File: src/rtl/tank_pkg.sv
// Shared types, constants and tile helpers for the two-tank move arbiter.
package tank_pkg;

   localparam int unsigned MAP_W       = 20;
   localparam int unsigned MAP_H       = 15;
   localparam int unsigned TILE_SHIFT  = 5;
   localparam int unsigned MOVE_PERIOD = 8;

   localparam int unsigned TX_W   = 5;
   localparam int unsigned TY_W   = 4;
   localparam int unsigned ADDR_W = 9;
   localparam int unsigned PIX_W  = 10;
   localparam int unsigned CD_W   = 3;
   localparam int unsigned KEY_W  = 8;

   localparam int unsigned P1_TX = 1;
   localparam int unsigned P1_TY = 13;
   localparam int unsigned P2_TX = 18;
   localparam int unsigned P2_TY = 1;

   localparam logic [KEY_W-1:0] KEY1_UP    = 8'h1A;
   localparam logic [KEY_W-1:0] KEY1_DOWN  = 8'h16;
   localparam logic [KEY_W-1:0] KEY1_LEFT  = 8'h04;
   localparam logic [KEY_W-1:0] KEY1_RIGHT = 8'h07;
   localparam logic [KEY_W-1:0] KEY2_UP    = 8'h52;
   localparam logic [KEY_W-1:0] KEY2_DOWN  = 8'h51;
   localparam logic [KEY_W-1:0] KEY2_LEFT  = 8'h50;
   localparam logic [KEY_W-1:0] KEY2_RIGHT = 8'h4F;

   typedef enum logic [1:0] {
      DIR_UP    = 2'b00,
      DIR_DOWN  = 2'b01,
      DIR_LEFT  = 2'b10,
      DIR_RIGHT = 2'b11
   } dir_t;

   typedef struct packed {
      logic [TX_W-1:0] tx;
      logic [TY_W-1:0] ty;
   } tile_t;

   typedef struct packed {
      logic valid;
      dir_t dir;
   } move_req_t;

   typedef struct packed {
      logic  off;
      tile_t tile;
   } target_t;

   typedef enum logic [2:0] {
      S_IDLE   = 3'd0,
      S_RD_A   = 3'd1,
      S_CHK_A  = 3'd2,
      S_RD_B   = 3'd3,
      S_CHK_B  = 3'd4,
      S_COMMIT = 3'd5
   } state_t;

   localparam tile_t P1_START = '{tx: TX_W'(P1_TX), ty: TY_W'(P1_TY)};
   localparam tile_t P2_START = '{tx: TX_W'(P2_TX), ty: TY_W'(P2_TY)};

   // Neighbour tile; stepping off any edge wraps past the grid bound and is flagged off.
   function automatic target_t step_tile(input tile_t t, input dir_t d);
      target_t r;
      r.off  = 1'b0;
      r.tile = t;
      case (d)
         DIR_UP:    r.tile.ty = t.ty - TY_W'(1);
         DIR_DOWN:  r.tile.ty = t.ty + TY_W'(1);
         DIR_LEFT:  r.tile.tx = t.tx - TX_W'(1);
         default:   r.tile.tx = t.tx + TX_W'(1);
      endcase
      r.off = (r.tile.tx >= TX_W'(MAP_W)) || (r.tile.ty >= TY_W'(MAP_H));
      return r;
   endfunction

   function automatic logic [ADDR_W-1:0] tile_index(input tile_t t);
      return ADDR_W'(t.ty) * ADDR_W'(MAP_W) + ADDR_W'(t.tx);
   endfunction

endpackage

File: src/rtl/tank_key_decode.sv
// Maps one player's keycode to a move request; PLAYER2 selects the arrow-key set.
module tank_key_decode
   import tank_pkg::*;
#(
   parameter bit PLAYER2 = 1'b0
) (
   input  logic [KEY_W-1:0] keycode,
   output move_req_t        req_c
);

   logic [KEY_W-1:0] key_up;
   logic [KEY_W-1:0] key_down;
   logic [KEY_W-1:0] key_left;
   logic [KEY_W-1:0] key_right;

   always_comb begin
      key_up    = PLAYER2 ? KEY2_UP    : KEY1_UP;
      key_down  = PLAYER2 ? KEY2_DOWN  : KEY1_DOWN;
      key_left  = PLAYER2 ? KEY2_LEFT  : KEY1_LEFT;
      key_right = PLAYER2 ? KEY2_RIGHT : KEY1_RIGHT;
      req_c     = '{valid: 1'b1, dir: DIR_UP};
      if (keycode == key_up) begin
         req_c.dir = DIR_UP;
      end else if (keycode == key_down) begin
         req_c.dir = DIR_DOWN;
      end else if (keycode == key_left) begin
         req_c.dir = DIR_LEFT;
      end else if (keycode == key_right) begin
         req_c.dir = DIR_RIGHT;
      end else begin
         req_c.valid = 1'b0;
      end
   end

endmodule

File: src/rtl/tank_move_arbiter.sv
// Round-based arbiter: both tanks share one tile-map read port; walls, edges and the
// other tank block moves, and a per-player cooldown rate-limits granted moves.
module tank_move_arbiter
   import tank_pkg::*;
(
   input  logic              frame_clk,
   input  logic              Reset,
   input  logic [KEY_W-1:0]  keycode1,
   input  logic [KEY_W-1:0]  keycode2,
   output logic              map_rd_en,
   output logic [ADDR_W-1:0] map_addr,
   input  logic              map_wall,
   output logic [PIX_W-1:0]  tank1_x,
   output logic [PIX_W-1:0]  tank1_y,
   output logic [PIX_W-1:0]  tank2_x,
   output logic [PIX_W-1:0]  tank2_y,
   output logic              moved1,
   output logic              moved2,
   output logic              busy
);

   state_t          state_q, state_d;
   tile_t           p1_tile_q, p2_tile_q;
   logic [CD_W-1:0] p1_cd_q, p2_cd_q;
   logic            prio_q;

   logic            a_is_p2_q, a_elig_q, b_elig_q;
   target_t         a_tgt_q, b_tgt_q;
   logic            a_grant_q, b_grant_q;

   move_req_t       p1_req_c, p2_req_c;
   logic            p1_elig_c, p2_elig_c;
   target_t         p1_tgt_c, p2_tgt_c;
   logic            a_elig_c, b_elig_c;
   target_t         a_tgt_c, b_tgt_c;

   tile_t           a_tile_c, b_tile_c, b_other_c;
   tile_t           p1_new_c, p2_new_c;

   target_t           a_tgt_n, b_tgt_n;
   logic              a_grant_d, b_grant_d;
   logic              rd_en_d, moved1_d, moved2_d;
   logic [ADDR_W-1:0] addr_d;

   tank_key_decode #(.PLAYER2(1'b0)) u_key1 (
      .keycode (keycode1),
      .req_c   (p1_req_c)
   );

   tank_key_decode #(.PLAYER2(1'b1)) u_key2 (
      .keycode (keycode2),
      .req_c   (p2_req_c)
   );

   // Round set-up from live keys, only consumed while IDLE
   always_comb begin
      p1_elig_c = p1_req_c.valid && (p1_cd_q == '0);
      p2_elig_c = p2_req_c.valid && (p2_cd_q == '0);
      p1_tgt_c  = step_tile(p1_tile_q, p1_req_c.dir);
      p2_tgt_c  = step_tile(p2_tile_q, p2_req_c.dir);
      a_elig_c  = prio_q ? p2_elig_c : p1_elig_c;
      b_elig_c  = prio_q ? p1_elig_c : p2_elig_c;
      a_tgt_c   = prio_q ? p2_tgt_c  : p1_tgt_c;
      b_tgt_c   = prio_q ? p1_tgt_c  : p2_tgt_c;
   end

   // Tiles seen through the latched A/B roles; B must avoid A's granted target
   always_comb begin
      a_tile_c  = a_is_p2_q ? p2_tile_q : p1_tile_q;
      b_tile_c  = a_is_p2_q ? p1_tile_q : p2_tile_q;
      b_other_c = a_grant_q ? a_tgt_q.tile : a_tile_c;
      p1_new_c  = a_is_p2_q ? b_tgt_q.tile : a_tgt_q.tile;
      p2_new_c  = a_is_p2_q ? a_tgt_q.tile : b_tgt_q.tile;
   end

   always_ff @(posedge frame_clk or posedge Reset) begin
      if (Reset) begin
         state_q <= S_IDLE;
      end else begin
         state_q <= state_d;
      end
   end

   // Next state plus next values of the registered read strobe and move pulses
   always_comb begin
      state_d   = state_q;
      a_grant_d = a_grant_q;
      b_grant_d = b_grant_q;
      rd_en_d   = 1'b0;
      addr_d    = map_addr;
      moved1_d  = 1'b0;
      moved2_d  = 1'b0;
      a_tgt_n   = (state_q == S_IDLE) ? a_tgt_c : a_tgt_q;
      b_tgt_n   = (state_q == S_IDLE) ? b_tgt_c : b_tgt_q;

      case (state_q)
         S_IDLE: begin
            a_grant_d = 1'b0;
            b_grant_d = 1'b0;
            if (a_elig_c) begin
               state_d = S_RD_A;
            end else if (b_elig_c) begin
               state_d = S_RD_B;
            end
         end
         S_RD_A: begin
            if (!a_tgt_q.off) begin
               state_d = S_CHK_A;
            end else begin
               state_d = b_elig_q ? S_RD_B : S_COMMIT;
            end
         end
         S_CHK_A: begin
            a_grant_d = !map_wall && (a_tgt_q.tile != b_tile_c);
            state_d   = b_elig_q ? S_RD_B : S_COMMIT;
         end
         S_RD_B: begin
            state_d = b_tgt_q.off ? S_COMMIT : S_CHK_B;
         end
         S_CHK_B: begin
            b_grant_d = !map_wall && (b_tgt_q.tile != b_other_c);
            state_d   = S_COMMIT;
         end
         S_COMMIT: begin
            state_d = S_IDLE;
         end
         default: begin
            state_d = S_IDLE;
         end
      endcase

      if ((state_d == S_RD_A) && !a_tgt_n.off) begin
         rd_en_d = 1'b1;
         addr_d  = tile_index(a_tgt_n.tile);
      end else if ((state_d == S_RD_B) && !b_tgt_n.off) begin
         rd_en_d = 1'b1;
         addr_d  = tile_index(b_tgt_n.tile);
      end

      if (state_d == S_COMMIT) begin
         moved1_d = a_is_p2_q ? b_grant_d : a_grant_d;
         moved2_d = a_is_p2_q ? a_grant_d : b_grant_d;
      end
   end

   // Round latches, registered outputs, tiles, cooldowns and priority
   always_ff @(posedge frame_clk or posedge Reset) begin
      if (Reset) begin
         busy      <= 1'b0;
         map_rd_en <= 1'b0;
         map_addr  <= '0;
         moved1    <= 1'b0;
         moved2    <= 1'b0;
         a_grant_q <= 1'b0;
         b_grant_q <= 1'b0;
         a_is_p2_q <= 1'b0;
         a_elig_q  <= 1'b0;
         b_elig_q  <= 1'b0;
         a_tgt_q   <= '0;
         b_tgt_q   <= '0;
         p1_tile_q <= P1_START;
         p2_tile_q <= P2_START;
         p1_cd_q   <= '0;
         p2_cd_q   <= '0;
         prio_q    <= 1'b0;
      end else begin
         busy      <= (state_d != S_IDLE);
         map_rd_en <= rd_en_d;
         map_addr  <= addr_d;
         moved1    <= moved1_d;
         moved2    <= moved2_d;
         a_grant_q <= a_grant_d;
         b_grant_q <= b_grant_d;

         if (state_q == S_IDLE) begin
            a_is_p2_q <= prio_q;
            a_elig_q  <= a_elig_c;
            b_elig_q  <= b_elig_c;
            a_tgt_q   <= a_tgt_c;
            b_tgt_q   <= b_tgt_c;
         end

         if ((state_q == S_COMMIT) && moved1) begin
            p1_cd_q <= CD_W'(MOVE_PERIOD - 1);
         end else if (p1_cd_q != '0) begin
            p1_cd_q <= p1_cd_q - CD_W'(1);
         end

         if ((state_q == S_COMMIT) && moved2) begin
            p2_cd_q <= CD_W'(MOVE_PERIOD - 1);
         end else if (p2_cd_q != '0) begin
            p2_cd_q <= p2_cd_q - CD_W'(1);
         end

         if (state_q == S_COMMIT) begin
            if (moved1) begin
               p1_tile_q <= p1_new_c;
            end
            if (moved2) begin
               p2_tile_q <= p2_new_c;
            end
            if (a_elig_q && b_elig_q) begin
               prio_q <= ~prio_q;
            end
         end
      end
   end

   assign tank1_x = PIX_W'(p1_tile_q.tx) << TILE_SHIFT;
   assign tank1_y = PIX_W'(p1_tile_q.ty) << TILE_SHIFT;
   assign tank2_x = PIX_W'(p2_tile_q.tx) << TILE_SHIFT;
   assign tank2_y = PIX_W'(p2_tile_q.ty) << TILE_SHIFT;

endmodule

File: config.mk
export PLATFORM = sky130hd
export DESIGN_NAME = tank_move_arbiter
export DESIGN_NICKNAME = d
export VERILOG_FILES = /design/src/rtl/tank_pkg.sv /design/src/rtl/tank_key_decode.sv /design/src/rtl/tank_move_arbiter.sv
export SDC_FILE = /design/constraint.sdc
export NUM_CORES = 1
export LEC_CHECK = 0
export BUFFER_PORTS_ARGS = -buffer_cell sky130_fd_sc_hd__buf_2
export CAP_MARGIN = 20
export CORE_ASPECT_RATIO = 1.75
export CORE_MARGIN = 3
export CORE_UTILIZATION = 48
export CTS_BUF_LIST = sky130_fd_sc_hd__clkbuf_16
export DETAILED_ROUTE_END_ITERATION = 8
export GPL_TIMING_DRIVEN = 0
export PLACE_DENSITY = 0.68
export SLEW_MARGIN = 20
export SYNTH_ARGS = -nofsm -noshare
export SYNTH_HDL_FRONTEND = slang
export SYNTH_SLANG_ARGS = --single-unit
File: constraint.sdc
create_clock -name frame_clk -period 10.8 [get_ports frame_clk]
set_input_delay 1.08 -clock frame_clk [delete_from_list [all_inputs] [get_ports frame_clk]]
set_output_delay 1.08 -clock frame_clk [all_outputs]
set_load 0.02 [all_outputs]
Word-level counts from Yosys, hierarchy flattened
Index checks and enable logic that the tools add are counted.
{"block": "word_totals", "mem_bits_rw": 0, "mem_count": 0, "latchBits": 0, "romBits": 0, "output_inout_bits": 53, "word_cells": 146, "ff_bits": 66}
{"block": "classes", "n_addsub": 12, "n_reduce_logical": 30, "n_mul": 2, "magnitude_cmp": 4, "n_eq_ne": 22, "n_mux": 51, "div_mod_pow": 0, "n_bitwise": 1, "shift": 0}
{"op": "$mux 9", "n": 7}
{"op": "$mux 10", "n": 4}
{"op": "$eq 8x7->1 const B", "n": 4}
{"op": "$mux 3", "n": 8}
{"op": "$pmux 5 s2", "n": 2}
{"op": "$add 9x5->9", "n": 2}
{"op": "$ne 9x9->1", "n": 2}
{"op": "$mux 1", "n": 17}
{"op": "$eq 8x3->1 const B", "n": 2}
{"op": "$eq 8x5->1 const B", "n": 2}
{"op": "$mux 2", "n": 8}
{"op": "$pmux 4 s2", "n": 2}
{"op": "$pmux 3 s5", "n": 1}
{"op": "$mul 4x3->7 const B", "n": 2}
{"op": "$add 5x1->5 const B", "n": 2}
{"op": "$ge 5x5->1 const B", "n": 2}
{"op": "$sub 5x1->5 const B", "n": 2}
{"op": "$eq 3x2->1 const B", "n": 3}
{"op": "$eq 3x3->1 const B", "n": 3}
{"op": "$logic_and 1x1->1", "n": 9}
{"op": "$logic_not 3->1", "n": 3}
{"op": "$reduce_bool 3->1", "n": 3}
{"op": "$add 4x1->4 const B", "n": 2}
{"op": "$ge 4x4->1 const B", "n": 2}
{"op": "other kinds (13)", "n": 28}

Depth between registers and ports, before layout
{"block": "logic_depth", "word_depth": 16, "ltp_mapped": 21, "ltp_nobuf": 21}

Hierarchy
From an unflattened synthesis, not the netlist that was laid out.
{"block": "unflattened", "hier_cells": 618, "hier_area_um2": 5372.7}
{"module": "tank_move_arbiter", "n_inst": 1, "seq_area_each_um2": 1660.3, "area_per_inst_um2": 5203.7, "cells_per_inst": 594}
{"module": "tank_key_decode (u_key1)", "n_inst": 1, "seq_area_each_um2": 0.0, "area_per_inst_um2": 91.3, "cells_per_inst": 12}
{"module": "tank_key_decode (u_key2)", "n_inst": 1, "seq_area_each_um2": 0.0, "area_per_inst_um2": 77.6, "cells_per_inst": 12}

Worst setup path before layout
No wires, ideal clock.
{"block": "synth_path", "kind": "in2reg", "start": "in keycode1[7]", "end": "reg map_addr[7]", "setup_ns": 0.092, "slack_ns": 5.305, "required_ns": 10.708, "arrival_time_ns": 5.403, "path_stages": 18, "cell_sequence": "or3_1 > buf_2 > or4_4 > ha_1 > a21o_1 > a21o_1 > a211oi_1 > o41ai_1 > a31oi_1 > ha_1 > ha_1 > inv_1 > fa_1 > nor3b_1 > xor2_1 > xnor2_1 > nor3_1 > o31ai_2"}
{"element": "start, declared", "line_no": "tank_move_arbiter.sv:8", "text": "input logic [KEY_W-1:0] keycode1,"}
{"element": "end signal, assigned", "line_no": "tank_move_arbiter.sv:169", "text": "map_addr <= addr_d;"}
{"element": "end, declared", "line_no": "tank_move_arbiter.sv:11", "text": "output logic [ADDR_W-1:0] map_addr,"}

==> flow_summary.rst <==
.. list-table::
   :header-rows: 1

   * - Metric
     - Value
   * - Result of the run
     - finished, final reports clean
   * - Reported net switching power
     - 0.807 mW
   * - Clock Sink Count
     - 66
   * - Required time at the worst-slack endpoint
     - 11.06 ns
   * - Number of cells on the critical path
     - 19
   * - RSZ-0062 raised after global routing
     - no
   * - Final total negative setup slack
     - 0 ns
   * - Peak per-stage delay on the critical path
     - 0.56 ns
   * - Remaining DRCs
     - 0
   * - Crit path max fanout
     - 7
   * - Fin area
     - 6220 um^2
   * - Final clock period utilization by the worst path
     - 53.2%
   * - Drt via density
     - 5.73
   * - Sum of net half-perimeters after detailed placement
     - 12200 um
   * - Non-filler instance count after layout
     - 845
   * - H-Tree Depth
     - 3
   * - Sequential-to-total area share from yosys stat
     - 30.5%
   * - Share of post-route cells with drive strength above 1
     - 18.0%
   * - Synthesized area divided by synthesized cell count
     - 8.65 um^2
   * - Number of placed cells counting well taps
     - 829
   * - Class of the most critical hold timing path
     - reg2reg
   * - Cell type contributing the most total cell area after synthesis
     - sky130_fd_sc_hd__dfrtp_1
   * - Warnings from Yosys
     - 0
   * - Gate count after technology mapping
     - 629
   * - Cell-internal power
     - 0.889 mW
   * - Slowest library cell on the worst path
     - sky130_fd_sc_hd__or4_4
   * - CTS root buffer
     - sky130_fd_sc_hd__clkbuf_16
   * - Number of flops mapped to enable cells by yosys
     - 0
   * - Relative slew slack
     - 44.5%
   * - Setup bufs post-CTS
     - 0
   * - Cell-by-cell trace of the critical path
     - buf_2, or3_1, buf_2, or4_4, ha_1, a21o_1, a21o_1, and3_4, o41ai_1, a31oi_1, ha_1, ha_1, inv_1, fa_1, nor3b_1, xor2_1, xnor2_1, nor3_1, o31ai_2
   * - VDD IR max
     - 236 uV
   * - Count of filler cells inserted in the layout
     - 1011
   * - Count of nets after finishing
     - 764
   * - RD Place Congestion
     - 0.990
   * - Synthesized cell area
     - 5440 um^2
   * - Total clock buffers created by CTS
     - 9
   * - Worst-margin pin slew
     - 0.824 ns
   * - Fraction of power consumed by sequential logic
     - 24.0%
   * - First-pass GRT wire length
     - 24100 um
   * - DIE AREA
     - 12700 um^2
   * - DRC violation total after the first TritonRoute iteration
     - 286
   * - Setup slack of the worst register-to-register path
     - 6.45 ns
   * - Clock latency on the worst-skew pair
     - 0.34 ns
   * - Count of endpoints failing setup in the final report
     - 0
   * - Clock slew at reported path FFs
     - 0.06 ns
   * - Placement row count
     - 50
   * - Dominant cell by count in the synthesized netlist
     - sky130_fd_sc_hd__nand2_1
   * - Post-synthesis async set-or-reset flop share
     - 100%
   * - Number of buffers inserted by port buffering
     - 48
   * - WP buf/inv
     - 3
   * - Count of antenna-violating nets left after detailed routing
     - 0
   * - Initial core utilization
     - 50.0%
   * - Critical path endpoint category
     - register
   * - Max_cap viols
     - 0
   * - Wire length per cell
     - 17.9 um
   * - Most used standard cells in the synthesized netlist
     - sky130_fd_sc_hd__nand2_1, sky130_fd_sc_hd__dfrtp_1, sky130_fd_sc_hd__o21ai_0, sky130_fd_sc_hd__mux2i_1, sky130_fd_sc_hd__nor2_1
   * - Cell leakage power
     - 2.75 nW
   * - Pins Over Slew Limit
     - 0
   * - CP Class
     - in2reg
   * - Boundary Pins
     - 72
   * - Number of failing hold endpoints at the final stage
     - 0
   * - Congestion Overflow GR
     - 0
   * - Register bit count reported by yosys
     - 66
   * - Number of global-route vias before repair
     - 4757
   * - Number of antenna cells inserted
     - 0
   * - Crit-path most repeated cell
     - sky130_fd_sc_hd__ha_1
   * - Initial DRT Pass Iterations
     - 5
   * - Kind of cell adding the most delay to the critical path
     - compound AO/OA/AOI/OAI gates
   * - CTS Buffer Depth
     - 2
   * - Layout overhead on the synthesized area
     - 14.3%
   * - Area inside the core boundary
     - 10900 um^2
   * - Post-synth cell types
     - 71
   * - Hold bufs inserted after CTS
     - 0
   * - Post-CTS sizing
     - 0
   * - Combinational group share of total power
     - 60.1%
   * - Power density over the cells
     - 273 nW/um^2
   * - Share of total power consumed by net switching
     - 47.6%
   * - Achievable Freq
     - 174 MHz
   * - Horiz. Die Dim
     - 86.5 um
   * - Post-place instance area
     - 5940 um^2
   * - Worst hold stages
     - 2
   * - Startpoint kind of the worst setup timing path
     - primary input
   * - Total global routing track utilization
     - 24.4%
   * - Cell types occupying the most area after synthesis
     - sky130_fd_sc_hd__dfrtp_1, sky130_fd_sc_hd__mux2i_1, sky130_fd_sc_hd__ha_1, sky130_fd_sc_hd__nand2_1, sky130_fd_sc_hd__o21ai_0
   * - Routed vias
     - 4842
   * - Clock period minus final worst setup slack
     - 5.74 ns
   * - Signal arrival time at the worst endpoint
     - 6.00 ns
   * - Most used flip-flop cell after synthesis
     - sky130_fd_sc_hd__dfrtp_1
   * - Number of antenna violations at the first check in global routing
     - 0
   * - Number of cell instances on the worst register-to-register path
     - 15
   * - Yosys top cell area share
     - 27.1%
   * - Overall routed net length
     - 15100 um
   * - Final core area utilization
     - 57.1%
   * - Die Y-Extent
     - 147 um
   * - Maximum number of pins on one net before global-route repair
     - 38
   * - CTS tree
     - done
   * - Part of the power in the clock network
     - 16.0%
   * - Worst clock skew on the final layout
     - 0.00600 ns
==> power by group through the flow <==
| stage | registers (mW) | clock network, mW | logic [mW] |
|---|---|---|---|
| after global placement | 0.405 | 0 | 0.983 |
| final | 0.406 | 0.271 | 1.02 |
| after global routing | 0.414 | 0.285 | 1.13 |
| after CTS | 0.404 | 0.273 | 1.02 |
| after floorplan | 0.425 | 0 | 0.736 |
| after detailed placement | 0.408 | 0 | 1.02 |
==> layout make-up <==
cell class              count  area (um^2)  share of cell area (%)
clock inverters             7         47.5                   0.765
flip-flops and latches     66         1660                    26.7
repair buffers             49          260                    4.19
plain buffers              51          287                    4.61
inverters                  32          123                    1.97
well taps                 130          163                    2.62
clock buffers               9          225                    3.62
multi-input cells         501         3450                    55.5
==> layout by cell type (no fill, tap or decap), types with 4 or more instances in the layout <==
master	instances
sky130_fd_sc_hd__conb_1	22
sky130_fd_sc_hd__nand2_1	83
sky130_fd_sc_hd__a211oi_1	5
sky130_fd_sc_hd__or3_1	5
sky130_fd_sc_hd__nand3_1	16
sky130_fd_sc_hd__nor2_1	37
sky130_fd_sc_hd__mux2i_1	48
sky130_fd_sc_hd__mux2_2	7
sky130_fd_sc_hd__dfrtp_1	59
sky130_fd_sc_hd__nand2b_1	9
sky130_fd_sc_hd__dfstp_2	7
sky130_fd_sc_hd__nor2b_1	7
sky130_fd_sc_hd__and2_1	4
sky130_fd_sc_hd__xor2_1	19
sky130_fd_sc_hd__o31ai_2	5
sky130_fd_sc_hd__a21oi_1	28
sky130_fd_sc_hd__o21ai_0	56
sky130_fd_sc_hd__a31oi_1	6
sky130_fd_sc_hd__buf_4	22
sky130_fd_sc_hd__nor3_1	10
sky130_fd_sc_hd__inv_1	31
sky130_fd_sc_hd__clkbuf_16	9
sky130_fd_sc_hd__clkbuf_1	16
sky130_fd_sc_hd__ha_1	27
sky130_fd_sc_hd__buf_1	8
sky130_fd_sc_hd__o211ai_1	5
sky130_fd_sc_hd__fa_1	8
sky130_fd_sc_hd__clkinvlp_4	4
sky130_fd_sc_hd__a21o_1	11
sky130_fd_sc_hd__buf_2	52
sky130_fd_sc_hd__xnor2_1	25
sky130_fd_sc_hd__nand4_1	4
==> metal layers <==
metal / routed length, um / track usage (%) / up-vias
met4: 605 / 11.8 / 0
met2: 8330 / 44.5 / 136
met3: 686 / 3.54 / 36
li1: - / - / 2343
met5: 0 / 0 / -
met1: 5500 / 26.9 / 2327
==> through the flow <==
| step | total power [mW] | setup WS [ns] | hold WS [ns] |
|---|---|---|---|
| final | 1.70 | 5.06 | 0.482 |
| after detailed placement | 1.42 | 4.67 | 0.471 |
| after floorplan | 1.16 | 5.31 | 0.448 |
| after global routing | 1.83 | 4.71 | 0.512 |
| after global placement | 1.39 | 4.81 | 0.468 |
| after CTS | 1.70 | 5.02 | 0.485 |
==> final timing paths <==
| check | from | endpoint |
|---|---|---|
| worst min-delay path | a_elig_q | a_elig_q |
| max in group asynchronous | Reset | tank2_x[9] |
| worst max-delay path | keycode1[7] | map_addr[7] |
| min in group asynchronous | Reset | map_addr[0] |
| worst max register to register | tank1_y[6] | map_addr[7] |
| worst min register to register | a_elig_q | a_elig_q |
==> tightest hold or removal path, stage by stage, from the launching register on <==
cell and delay, ns:
sky130_fd_sc_hd__dfrtp_1 0.34, sky130_fd_sc_hd__nand2_1 0.06, sky130_fd_sc_hd__nand2_1 0.06
==> state kept, by name, indices dropped and copies added, names as in the netlist, 3 cells and up <==
signal,cells
p2_cd_q,3
map_addr,9
tank1_x,5
tank2_y,4
tank1_y,4
a_tgt_q,10
tank2_x,5
p1_cd_q,3
state_q,3
b_tgt_q,10
==> logic make-up (layout without fill, tap and decap cells) <==
family | Yosys count | after routing | share of synthesized area, %
compound gates | 146 | 146 | 17.7
xor+xnor | 44 | 44 | 7.08
fa+ha+maj | 35 | 35 | 9.15
buf+inv | 83 | 148 | 7.47
flops | 66 | 66 | 30.5
mux | 55 | 55 | 10.3
other cells | 1 | 22 | 0.0689
simple gates | 199 | 199 | 17.7
(Power assumes the default switching activity.)
